==> src/rtl/uart_pkg.sv <==
// Shared UART definitions: data width, serial frame bit levels and the
// arbiter state encoding used by the transmit-side blocks.
package uart_pkg;

    localparam int UART_DATA_W = 8;

    // Line levels of the framing bits; uart_tx uses the same constants.
    localparam logic START_BIT = 1'b0;
    localparam logic STOP_BIT  = 1'b1;

    typedef enum logic [1:0] {
        IDLE   = 2'd0,
        LAUNCH = 2'd1,
        SEND   = 2'd2
    } arb_state_t;

endpackage

==> src/rtl/uart_tx_arbiter_rr_picker.sv <==
// Round-robin picker: returns the first asserted request at or above ptr,
// wrapping from NUM_REQ-1 back to 0. Purely combinational.
module rr_picker #(
    parameter  int NUM_REQ = 4,
    localparam int ID_W    = $clog2(NUM_REQ)
) (
    input  logic [NUM_REQ-1:0] req,
    input  logic [ID_W-1:0]    ptr,
    output logic [ID_W-1:0]    grant,
    output logic               any_req
);

    logic [ID_W:0]   sum;
    logic [ID_W-1:0] idx;
    logic            found;

    // Scan NUM_REQ positions starting at ptr; the first hit wins.
    always_comb begin
        grant   = '0;
        any_req = |req;
        found   = 1'b0;
        sum     = '0;
        idx     = '0;
        for (int i = 0; i < NUM_REQ; i++) begin
            sum = {1'b0, ptr} + (ID_W+1)'(i);
            if (sum >= (ID_W+1)'(NUM_REQ)) begin
                sum = sum - (ID_W+1)'(NUM_REQ);
            end
            idx = sum[ID_W-1:0];
            if (!found && req[idx]) begin
                grant = idx;
                found = 1'b1;
            end
        end
    end

endmodule

==> src/rtl/uart_tx_arbiter.sv <==
// Shares one uart_tx serializer between NUM_REQ byte producers.
// Requesters hold valid and data stable until their one-cycle req_ack.
// Toward uart_tx, tx_start is held with stable tx_data until busy rises
// (accepted) or START_TIMEOUT cycles elapse (byte dropped, timeout_err).
// All outputs are registered; arbitration happens only in IDLE.
module uart_tx_arbiter
    import uart_pkg::*;
#(
    parameter  int NUM_REQ       = 4,
    parameter  int START_TIMEOUT = 16,
    localparam int ID_W          = $clog2(NUM_REQ)
) (
    input  logic                             clk,
    input  logic                             reset,
    input  logic [NUM_REQ-1:0]               req_valid,
    input  logic [NUM_REQ*UART_DATA_W-1:0]   req_data,
    output logic [NUM_REQ-1:0]               req_ack,
    output logic                             tx_start,
    output logic [UART_DATA_W-1:0]           tx_data,
    input  logic                             tx_busy,
    output logic                             frame_done,
    output logic [ID_W-1:0]                  done_id,
    output logic                             timeout_err,
    output logic [1:0]                       state_dbg
);

    localparam int TO_W = $clog2(START_TIMEOUT) + 1;

    arb_state_t             state_q, state_d;
    logic [ID_W-1:0]        rr_ptr_q, rr_ptr_d;
    logic [ID_W-1:0]        active_id_q, active_id_d;
    logic [TO_W-1:0]        to_cnt_q, to_cnt_d;
    logic                   tx_start_q, tx_start_d;
    logic [UART_DATA_W-1:0] tx_data_q, tx_data_d;
    logic [NUM_REQ-1:0]     req_ack_q, req_ack_d;
    logic                   frame_done_q, frame_done_d;
    logic [ID_W-1:0]        done_id_q, done_id_d;
    logic                   timeout_err_q, timeout_err_d;

    logic [ID_W-1:0]        grant;
    logic                   any_req;
    logic [UART_DATA_W-1:0] req_bytes [NUM_REQ];

    rr_picker #(.NUM_REQ(NUM_REQ)) u_picker (
        .req     (req_valid),
        .ptr     (rr_ptr_q),
        .grant   (grant),
        .any_req (any_req)
    );

    // Unflatten the request bytes so the grant index selects directly.
    always_comb begin
        for (int k = 0; k < NUM_REQ; k++) begin
            req_bytes[k] = req_data[k*UART_DATA_W +: UART_DATA_W];
        end
    end

    // Next-state logic for grant, launch handshake and frame tracking.
    always_comb begin
        state_d       = state_q;
        rr_ptr_d      = rr_ptr_q;
        active_id_d   = active_id_q;
        to_cnt_d      = to_cnt_q;
        tx_start_d    = tx_start_q;
        tx_data_d     = tx_data_q;
        done_id_d     = done_id_q;
        req_ack_d     = '0;
        frame_done_d  = 1'b0;
        timeout_err_d = 1'b0;
        case (state_q)
            IDLE: begin
                if (any_req) begin
                    tx_data_d   = req_bytes[grant];
                    active_id_d = grant;
                    req_ack_d   = NUM_REQ'(1) << grant;
                    tx_start_d  = 1'b1;
                    rr_ptr_d    = (grant == ID_W'(NUM_REQ-1)) ? '0 : grant + 1'b1;
                    to_cnt_d    = '0;
                    state_d     = LAUNCH;
                end else begin
                    tx_start_d = 1'b0;
                    tx_data_d  = '0;
                end
            end
            LAUNCH: begin
                if (tx_busy) begin
                    tx_start_d = 1'b0;
                    state_d    = SEND;
                end else if (to_cnt_q == TO_W'(START_TIMEOUT-1)) begin
                    tx_start_d    = 1'b0;
                    timeout_err_d = 1'b1;
                    done_id_d     = active_id_q;
                    state_d       = IDLE;
                end else if (to_cnt_q != '1) begin
                    to_cnt_d = to_cnt_q + 1'b1;
                end
            end
            SEND: begin
                if (!tx_busy) begin
                    frame_done_d = 1'b1;
                    done_id_d    = active_id_q;
                    state_d      = IDLE;
                end
            end
            default: begin
                tx_start_d = 1'b0;
                state_d    = IDLE;
            end
        endcase
    end

    // State and output registers; reset drops tx_start immediately.
    always_ff @(posedge clk or posedge reset) begin
        if (reset) begin
            state_q       <= IDLE;
            rr_ptr_q      <= '0;
            active_id_q   <= '0;
            to_cnt_q      <= '0;
            tx_start_q    <= 1'b0;
            tx_data_q     <= '0;
            req_ack_q     <= '0;
            frame_done_q  <= 1'b0;
            done_id_q     <= '0;
            timeout_err_q <= 1'b0;
        end else begin
            state_q       <= state_d;
            rr_ptr_q      <= rr_ptr_d;
            active_id_q   <= active_id_d;
            to_cnt_q      <= to_cnt_d;
            tx_start_q    <= tx_start_d;
            tx_data_q     <= tx_data_d;
            req_ack_q     <= req_ack_d;
            frame_done_q  <= frame_done_d;
            done_id_q     <= done_id_d;
            timeout_err_q <= timeout_err_d;
        end
    end

    assign req_ack     = req_ack_q;
    assign tx_start    = tx_start_q;
    assign tx_data     = tx_data_q;
    assign frame_done  = frame_done_q;
    assign done_id     = done_id_q;
    assign timeout_err = timeout_err_q;
    assign state_dbg   = state_q;

endmodule

==> config.mk <==
export PLATFORM = sky130hd
export DESIGN_NAME = uart_tx_arbiter
export DESIGN_NICKNAME = d
export VERILOG_FILES = /design/src/rtl/uart_pkg.sv /design/src/rtl/uart_tx_arbiter_rr_picker.sv /design/src/rtl/uart_tx_arbiter.sv
export SDC_FILE = /design/constraint.sdc
export NUM_CORES = 1
export LEC_CHECK = 0
export CORE_MARGIN = 8
export CORE_UTILIZATION = 60
export DETAILED_ROUTE_END_ITERATION = 10
export DONT_BUFFER_PORTS = 1
export GPL_ROUTABILITY_DRIVEN = 0
export PLACE_DENSITY = 0.76
export SLEW_MARGIN = 10
export SYNTH_ARGS = -nofsm -noshare
export SYNTH_HDL_FRONTEND = slang
export SYNTH_SLANG_ARGS = --single-unit
export TNS_END_PERCENT = 20
==> constraint.sdc <==
create_clock -name clk -period 3.3 [get_ports clk]
set_input_delay 0.495 -clock clk [delete_from_list [all_inputs] [get_ports clk]]
set_output_delay 0.495 -clock clk [all_outputs]
set_load 0.01 [all_outputs]
==> results of run 1 <==
final cells by class:
class	instances	area, um^2
Fill cell	185	848.3
Inverter	7	26.28
Clock buffer	3	22.52
Tap cell	30	37.54
Multi-Input combinational cell	102	744.5
Sequential cell	28	700.7
Clock inverter	1	30.03
cells by family after synthesis:
kind of cell,Yosys count
buf+inv,10
simple gates,52
xor+xnor,2
fa+ha+maj,4
flops,28
mux,17
compound gates,27
metal layers:
layer,wire length (um),vias to the layer above,share of wire [%],GRT usage [%]
li1,-,499,-,-
met1,1336,508,40,20.10
met2,1655,51,49,25.82
met3,290,8,8.6,4.068
met4,81,0,2.4,7.629
met5,0,-,0,0
flip-flops by register name, indices dropped and copies added, names as in the netlist:
register and flops:
tx_data 8, to_cnt_q 5, req_ack 4, active_id_q 2
done_id 2, rr_ptr_q 2, state_dbg 2, frame_done 1
timeout_err 1, tx_start 1
synth_stat cells (3+ instances only):
| library cell | instances | area share (%) |
|---|---|---|
| nand2b_1 | 4 | 1.7 |
| nor2b_1 | 4 | 1.7 |
| o21ai_0 | 5 | 1.7 |
| mux2_2 | 3 | 2.3 |
| a21oi_1 | 4 | 1.3 |
| nor2_1 | 12 | 3.0 |
| nand2_1 | 17 | 4.3 |
| ha_1 | 4 | 3.4 |
| mux2i_1 | 12 | 8.1 |
| dfrtp_1 | 28 | 47 |
| o221ai_1 | 6 | 3.5 |
| inv_1 | 6 | 1.5 |
worst paths after layout:
kind | start | end | slack [ns]
worst max-delay path | rr_ptr_q[0] | tx_data[2] | 1.19
worst max register to register | rr_ptr_q[0] | tx_data[2] | 1.19
max in group asynchronous | reset | req_ack[3] | 2.40
worst min register to register | active_id_q[0] | active_id_q[0] | 0.53
min in group asynchronous | reset | tx_data[6] | 0.28
worst min-delay path | tx_busy | frame_done | 0.21
report_power, final:
part	internal (W)	switching [W]
registers	0.000465	0.000148
logic	0.000230	0.000302
clock network	0.000123	0.000104
total	0.000818	0.000554
per-stage QoR:
step	instance area (um^2)	instances	utilization, %
CTS	1562	171	64.80
global route	1562	171	64.80
floorplan	1491	140	-
detailed placement	1509	167	62.62
finish	1562	171	64.80
global placement	1509	167	62.62
==> flow_metrics.env, run 1 <==
export IMPL_avgRoutedWirePerCell_um=19.67
export IMPL_dieArea_um2=4337
export IMPL_cts_tree="done"
export IMPL_crit_chain="nor2b_2 > a211oi_4 > o22ai_4 > mux2_4 > a221o_1"
export IMPL_dpl_hpwl_mm=2.663
export IMPL_cp_data_required_time_ns=3.53
export IMPL_n_antenna_cell=0
export IMPL_synth_cell_types=41
export IMPL_worst_path_dominant_cell_family="compound AO/OA/AOI/OAI gates"
export IMPL_drt_iter0_drc=58
export IMPL_synthXorXnorAreaFrac_pct=1.174
export IMPL_core_area_um2=2410
export IMPL_place_ws_ns=1.115
export IMPL_synthAdderAreaFrac_pct=3.356
export IMPL_synthArstFlopShare_pct=100.0
export IMPL_r2r_cells=5
export IMPL_cts_buffers=3
export IMPL_hold_viol=0
export IMPL_routed_wl_mm=3.364
export IMPL_power_density_nw_per_um2=878.4
export IMPL_drv_slew=0
export IMPL_postCtsSetupRepairBufs=0
export IMPL_clockRootBuffer="clkbuf_4"
export IMPL_final_layout_size_suffix_gt1_share_pct=12.77
export IMPL_grt_first_pass_wirelength_mm=5.568
export IMPL_critical_path_buf_inv_count=0
export IMPL_syn_nets=183
export IMPL_synth_top_family_by_area="simple AND/OR/NAND/NOR gates"
export IMPL_initial_core_util_pct=61.89
export IMPL_worst_slew_pin_slew_ns=1.034
export IMPL_period_share_pct=63.97
export IMPL_path_max_fanout=16
export IMPL_cts_resized=0
export IMPL_clockBufferDepth=2
export IMPL_synth_edf_count=0
export IMPL_fin_crit_ns=2.111
export IMPL_cp_arrival_ns=2.34
export IMPL_worst_clock_skew_ns=0.005446
export IMPL_final_antenna_net_count=0
export IMPL_synthSimpleGateAreaFrac_pct=17.53
export IMPL_antenna_found_initial=0
export IMPL_ys_ff_latch=28
export IMPL_setup_slack_ns=1.189
export IMPL_crit_cells=5
export IMPL_finalSetupTns_ns=0
export IMPL_crit_path_top_delay_cell="o22ai_4"
export IMPL_yosysWarnings=0
export IMPL_endpoint_kind="register"
export IMPL_grt_use_total_pct=16.23
export IMPL_slew_headroom_pct=30.99
export IMPL_syn_inst=140
export IMPL_ys_flop_type="dfrtp_1"
export IMPL_synth_compound_area_share_pct=15.52
export IMPL_nets=185
export IMPL_mostFrequentLayoutCells="28 x dfrtp_1, 17 x nand2_1, 12 x nor2_1, 12 x mux2i_1"
export IMPL_clk_latency_ns=0.33
export IMPL_syn_to_final_growth_pct=4.698
export IMPL_clkTransAtPathRegs_ns=0.16
export IMPL_hold_class="input port to register"
export IMPL_setup_viol=0
export IMPL_netlist_area_um2=1491
export IMPL_total_power_w=0.001372
export IMPL_rsz0062_at_grt="no"
export IMPL_dr_pass1_iters=4
export IMPL_syn_area_per_cell_um2=10.65
export IMPL_num_vias=1066
export IMPL_dieHeight_um=65.86
export IMPL_layout_commonest_cell="dfrtp_1"
export IMPL_cts_sink_count=28
export IMPL_die_x_um=65.86
export IMPL_synth_seq_area_share_pct=46.98
export IMPL_critPathLaunchType="register"
export IMPL_placementRows=18
export IMPL_grt_max_degree=29
export IMPL_p_leak_nw=0.7478
export IMPL_grt_overflow=0
export IMPL_status="finished, final reports clean"
export IMPL_cpPeakStageDelay_ns=0.53
export IMPL_portBuffers=0
export IMPL_crit_type="register to register"
export IMPL_vdd_drop_max_uv=603.7
export IMPL_max_cap_violations=0
export IMPL_max_freq_ghz=0.4737
export IMPL_grt_pass1_vias=1171
export IMPL_io_pins=58
export IMPL_synthMuxAreaShare_pct=12.33
export IMPL_drc=0
export IMPL_cts_max_level=1
export IMPL_whs_path_depth=1
export IMPL_postCtsHoldBufs=0
export IMPL_viasPerCell=6.234
export IMPL_hold_slack_ns=0.2093
Power figures use the tool's default switching activity.
==> inputs of run 2 (changes only) <==
--- a/config.mk
+++ b/config.mk
@@ -6,11 +6,11 @@
 export NUM_CORES = 1
 export LEC_CHECK = 0
 export CORE_MARGIN = 8
-export CORE_UTILIZATION = 60
+export CORE_UTILIZATION = 55
 export DETAILED_ROUTE_END_ITERATION = 10
 export DONT_BUFFER_PORTS = 1
 export GPL_ROUTABILITY_DRIVEN = 0
-export PLACE_DENSITY = 0.76
+export PLACE_DENSITY = 0.73
 export SLEW_MARGIN = 10
 export SYNTH_ARGS = -nofsm -noshare
 export SYNTH_HDL_FRONTEND = slang
==> constraint.sdc (replaced) <==
create_clock -name clk -period 1.7 [get_ports clk]
set_input_delay 0.255 -clock clk [delete_from_list [all_inputs] [get_ports clk]]
set_output_delay 0.255 -clock clk [all_outputs]
set_load 0.01 [all_outputs]
==> run 2 against run 1 <==
Against the previous run: the run now ends with setup timing left; clock skew decreased by 0.0032 ns; critical path type unchanged; combinational power increased to 2.6 times the previous value; fmax increased by 20%; register-to-register slack got worse by 1.3 ns; non-clock buffer count increased by 17.
==> flow_metrics.env, run 2 (synthesis results as in run 1) <==
export IMPL_r2r_cells=7
export IMPL_rsz0062_at_grt="yes"
export IMPL_grt_use_total_pct=16.31
export IMPL_p_leak_nw=0.8319
export IMPL_fillCellCount=196
export IMPL_nets=202
export IMPL_final_antenna_net_count=0
export IMPL_worst_clock_skew_ns=0.002240
export IMPL_timing_rr_end="to_cnt_q[3]"
export IMPL_syn_to_final_growth_pct=19.21
export IMPL_cp_arrival_ns=2.02
export IMPL_final_layout_size_suffix_gt1_share_pct=28.48
export IMPL_path_max_fanout=2
export IMPL_viasPerCell=6.106
export IMPL_io_pins=58
export IMPL_num_vias=1154
export IMPL_status="finished, violations left"
export IMPL_placementRows=19
export IMPL_drc=0
export IMPL_dieHeight_um=68.08
export IMPL_n_antenna_cell=0
export IMPL_placedCellCount=180
export IMPL_crit_type="register to register"
export IMPL_drv_slew=0
export IMPL_initial_core_util_pct=56.02
export IMPL_hold_viol=0
export IMPL_whs_path_depth=1
export IMPL_core_area_um2=2663
export IMPL_cts_sink_count=28
export IMPL_fin_crit_ns=1.765
export IMPL_routed_wl_mm=3.778
export IMPL_min_from="tx_busy"
export IMPL_portBuffers=0
export IMPL_mostFrequentLayoutCells="28 x dfrtp_1, 15 x nand2_1, 14 x buf_4"
export IMPL_cp_data_required_time_ns=1.96
export IMPL_reg2reg_slack_ns=-0.07
export IMPL_grt_first_pass_wirelength_mm=5.830
export IMPL_layout_commonest_cell="dfrtp_1"
export IMPL_setup_slack_ns=-0.06522
export IMPL_period_share_pct=103.8
export IMPL_clk_latency_ns=0.33
export IMPL_grt_overflow=0
export IMPL_clkTransAtPathRegs_ns=0.14
export IMPL_slew_headroom_pct=74.91
export IMPL_cts_tree="done"
export IMPL_drt_iter0_drc=79
export IMPL_clockRootBuffer="clkbuf_4"
export IMPL_endpoint_kind="register"
export IMPL_cts_max_level=1
export IMPL_largest_reg_flops=8
export IMPL_place_ws_ns=-0.06939
export IMPL_worst_slew_pin_slew_ns=0.3728
export IMPL_cts_buffers=3
export IMPL_violations="setup timing"
export IMPL_max_cap_violations=0
export IMPL_instances_no_fill=189
export IMPL_max_freq_ghz=0.5665
export IMPL_dr_pass1_iters=4
export IMPL_grt_max_degree=29
export IMPL_dieArea_um2=4634
export IMPL_die_x_um=68.08
export IMPL_power_density_nw_per_um2=1603
export IMPL_hold_class="input port to register"
export IMPL_avgRoutedWirePerCell_um=19.99
export IMPL_clockBufferDepth=2
export IMPL_dpl_hpwl_mm=2.728
export IMPL_vdd_drop_max_uv=1045
export IMPL_worstReg2RegStart="to_cnt_q[0]"
export IMPL_min_to="state_dbg[1]"
export IMPL_antenna_found_initial=0
export IMPL_critPathLaunchType="register"
export IMPL_setup_viol=7
export IMPL_grt_pass1_vias=1271
-- run 2: cell types whose count changed in the layout (fill, tap and decap cells not counted), sizes merged --
cell / delta
clkbuf: +1
buf: +15
bufinv: -1
dlygate4sd3: +2
-- run 2: area by class of cell --
| type | instances | area [um^2] | share of cell area, % |
|---|---|---|---|
| Clock buffer | 4 | 36.28 | 2.041 |
| Multi-Input combinational cell | 102 | 830.8 | 46.73 |
| Inverter | 7 | 26.28 | 1.478 |
| Tap cell | 31 | 38.79 | 2.182 |
| Sequential cell | 28 | 700.7 | 39.41 |
| Timing Repair Buffer | 17 | 145.1 | 8.163 |
-- run 2: how the worst max path moves through the flow --
stage	start	endpoint	depth (start not counted)
6_report	to_cnt_q[0]	to_cnt_q[3]	7
5_1_grt	to_cnt_q[0]	to_cnt_q[3]	7
4_1_cts	to_cnt_q[0]	to_cnt_q[3]	7
3_5_place_dp	to_cnt_q[1]	to_cnt_q[1]	7
3_3_place_gp	to_cnt_q[1]	to_cnt_q[4]	7
2_1_floorplan	rr_ptr_q[0]	rr_ptr_q[1]	8
-- run 2: repair_timing --
item,in CTS,in global routing
hold endpoints to repair,30,0
endpoints found under the setup margin,9,17
hold buffers,2,0
pin swaps,2,5
resized for setup,3,14
buffers inserted,1,2
-- run 2: layer usage --
metal | global-route usage (%) | share of wire, % | vias up | wire, um
li1 | - | - | 535 | -
met1 | 18.58 | 39 | 552 | 1492
met2 | 28.84 | 50 | 61 | 1901
met3 | 4.255 | 8.2 | 6 | 311
met4 | 5.627 | 1.9 | 0 | 73
met5 | 0 | 0 | - | 0
-- run 2: critical path, stage by stage, from the launching register on --
cell     delay (ns)
dfrtp_1        0.41
ha_2           0.19
and3_4         0.16
ha_4           0.17
nor4_4         0.30
nand4_1        0.13
xor2_1         0.19
nor2_1         0.14
-- run 2: power by group --
group / internal, W / leakage [nW] / total [W] / switching, W
combinational: 0.000649 / 0.451 / 0.00138 / 0.000728
clock: 0.000131 / 0.0210 / 0.000323 / 0.000192
sequential: 0.000903 / 0.360 / 0.00115 / 0.000247
-- run 2: per-stage QoR --
step | hold WS [ns] | instance area (um^2) | TNS (ns) | power (W) | util (%)
after global placement | 0.2272 | 1625 | -0.02781 | 0.002332 | 61.04
final | 0.05934 | 1778 | -0.2337 | 0.002850 | 66.78
after CTS | 0.06075 | 1703 | -0.2012 | 0.002748 | 63.96
after floorplan | 0.3204 | 1516 | -0.003282 | 0.002026 | -
after global routing | 0.03592 | 1778 | -0.9972 | 0.003040 | 66.78
after detailed placement | 0.2323 | 1625 | -0.1787 | 0.002400 | 61.04
==> inputs of run 3 (changes only) <==
--- a/config.mk
+++ b/config.mk
@@ -11,6 +11,7 @@
 export DONT_BUFFER_PORTS = 1
 export GPL_ROUTABILITY_DRIVEN = 0
 export PLACE_DENSITY = 0.73
+export SKIP_CTS_REPAIR_TIMING = 1
 export SLEW_MARGIN = 10
 export SYNTH_ARGS = -nofsm -noshare
 export SYNTH_HDL_FRONTEND = slang
==> run 3 against run 2 <==
Against the previous run: the run still ends with setup timing left; cell count shrank 0.53%; die area is the same; first-iteration DRC count shrank 28%; critical path depth is the same; sequential power is essentially flat; register-to-register slack lost 0.03 ns; sequential cell count is the same; largest cell class unchanged; non-clock buffer count shrank 1; via count grew 0.17%.
==> flow_metrics.env, run 3 (synthesis results as in run 1) <==
export IMPL_clkTransAtPathRegs_ns=0.14
export IMPL_portBuffers=0
export IMPL_grt_use_total_pct=15.16
export IMPL_core_area_um2=2663
export IMPL_setup_slack_ns=-0.09880
export IMPL_grt_max_degree=29
export IMPL_p_clk_share_pct=11.3
export IMPL_final_antenna_net_count=0
export IMPL_pwr_share_seq_pct=40.6
export IMPL_placed_cell_area_um2=1625
export IMPL_n_antenna_cell=0
export IMPL_dieArea_um2=4634
export IMPL_final_layout_size_suffix_gt1_share_pct=27.39
export IMPL_regArea_um2=701.9
export IMPL_instances_no_fill=188
export IMPL_nets=201
export IMPL_cts_sink_count=28
export IMPL_mostFrequentLayoutCells="27 x dfrtp_1, 15 x nand2_1, 13 x buf_4"
export IMPL_initial_core_util_pct=56.02
export IMPL_syn_to_final_growth_pct=17.37
export IMPL_fin_crit_ns=1.799
export IMPL_layout_commonest_cell="dfrtp_1"
export IMPL_placedCellCount=180
export IMPL_setup_viol=5
export IMPL_clk_latency_ns=0.33
export IMPL_drv_slew=0
export IMPL_clockBufferDepth=2
export IMPL_fillCellCount=205
export IMPL_avgRoutedWirePerCell_um=19.73
export IMPL_dr_pass1_iters=4
export IMPL_hold_viol=0
export IMPL_num_vias=1156
export IMPL_vdd_drop_max_uv=1040
export IMPL_die_x_um=68.08
export IMPL_met2_usage_pct=25.79
export IMPL_p_leak_nw=0.8257
export IMPL_max_cap_violations=0
export IMPL_cp_data_required_time_ns=1.96
export IMPL_worst_slew_pin_slew_ns=0.4250
export IMPL_drc=0
export IMPL_viasPerCell=6.149
export IMPL_crit_type="register to register"
export IMPL_max_freq_ghz=0.5559
export IMPL_grt_pass1_vias=1224
export IMPL_dieHeight_um=68.08
export IMPL_p_sw_w=0.001155
export IMPL_dpl_hpwl_mm=2.728
export IMPL_drt_iter0_drc=57
export IMPL_routed_wl_mm=3.710
export IMPL_largest_reg_flops=8
export IMPL_critPathLaunchType="register"
export IMPL_hold_slack_ns=0.05902
export IMPL_cts_buffers=3
export IMPL_placementRows=19
export IMPL_hold_class="input port to register"
export IMPL_grt_first_pass_wirelength_mm=5.444
export IMPL_final_area_um2=1750
export IMPL_period_share_pct=105.8
export IMPL_path_max_fanout=4
export IMPL_endpoint_kind="register"
export IMPL_cp_arrival_ns=2.06
export IMPL_io_pins=58
export IMPL_intPower_w=0.001682
export IMPL_status="finished, violations left"
export IMPL_violations="setup timing"
export IMPL_use_met1_pct=17.09
export IMPL_place_ws_ns=-0.06939
export IMPL_swShare_pct=40.72
export IMPL_grtUsageMet3_pct=5.074
export IMPL_rsz0062_at_grt="yes"
export IMPL_grt_overflow=0
export IMPL_cts_tree="done"
export IMPL_top_usage_layer="met2"
export IMPL_clockRootBuffer="clkbuf_4"
export IMPL_combPwrFrac_pct=48.1
export IMPL_multi_input_area_um2=809.5
export IMPL_slew_headroom_pct=71.67
export IMPL_power_density_nw_per_um2=1620
export IMPL_cts_max_level=1
export IMPL_antenna_found_initial=0
export IMPL_worst_clock_skew_ns=0.003057
-- run 3: worst paths after layout --
path                           startpoint              to  slack (ns)  cells after the start
max in group asynchronous           reset     rr_ptr_q[1]        1.01                      3
min in group asynchronous           reset      tx_data[0]        0.41                      3
max reg2reg                   to_cnt_q[0]     to_cnt_q[3]        -0.1                      7
min                               tx_busy    state_dbg[1]        0.06                      1
max                           to_cnt_q[0]     to_cnt_q[3]        -0.1                      7
min reg2reg                active_id_q[1]  active_id_q[1]        0.50                      2
-- run 3: metrics by stage --
stage               power, W  setup TNS (ns)  util (%)
finish              0.002836         -0.2098     65.74
global route        0.003031         -0.9668     65.74
CTS                 0.002711         -0.3363     62.41
detailed placement  0.002400         -0.1787     61.04
global placement    0.002332        -0.02781     61.04
floorplan           0.002026       -0.003282         -
-- run 3: power groups by stage --
stage	Sequential, W	Combinational (W)	Clock (W)
after floorplan	0.00114	0.000887	0
after global placement	0.00116	0.00117	0
after detailed placement	0.00117	0.00123	0
after CTS	0.00116	0.00123	0.000324
after global routing	0.00118	0.00149	0.000361
final	0.00115	0.00136	0.000321
-- run 3: critical path: stages (launching register included) --
cell and delay (ns):
dfrtp_1 0.41, ha_2 0.19, and3_4 0.15, ha_4 0.17
nor4_1 0.35, nand4_1 0.16, xor2_1 0.17, nor2_1 0.13
-- run 3: cell type report --
class / instances / share of cell area, %
multi-input combinational: 102 / 46.25
clock buffer: 4 / 2.073
tap: 31 / 2.216
sequential: 28 / 40.10
timing repair buffer: 16 / 7.863
inverter: 7 / 1.501
-- run 3: layer usage --
| metal | vias up | part of all wire [%] | routed length (um) |
|---|---|---|---|
| li1 | 536 | - | - |
| met1 | 559 | 42 | 1550 |
| met2 | 55 | 48 | 1778 |
| met3 | 6 | 8.3 | 308 |
| met4 | 0 | 2.0 | 73 |
| met5 | - | 0 | 0 |
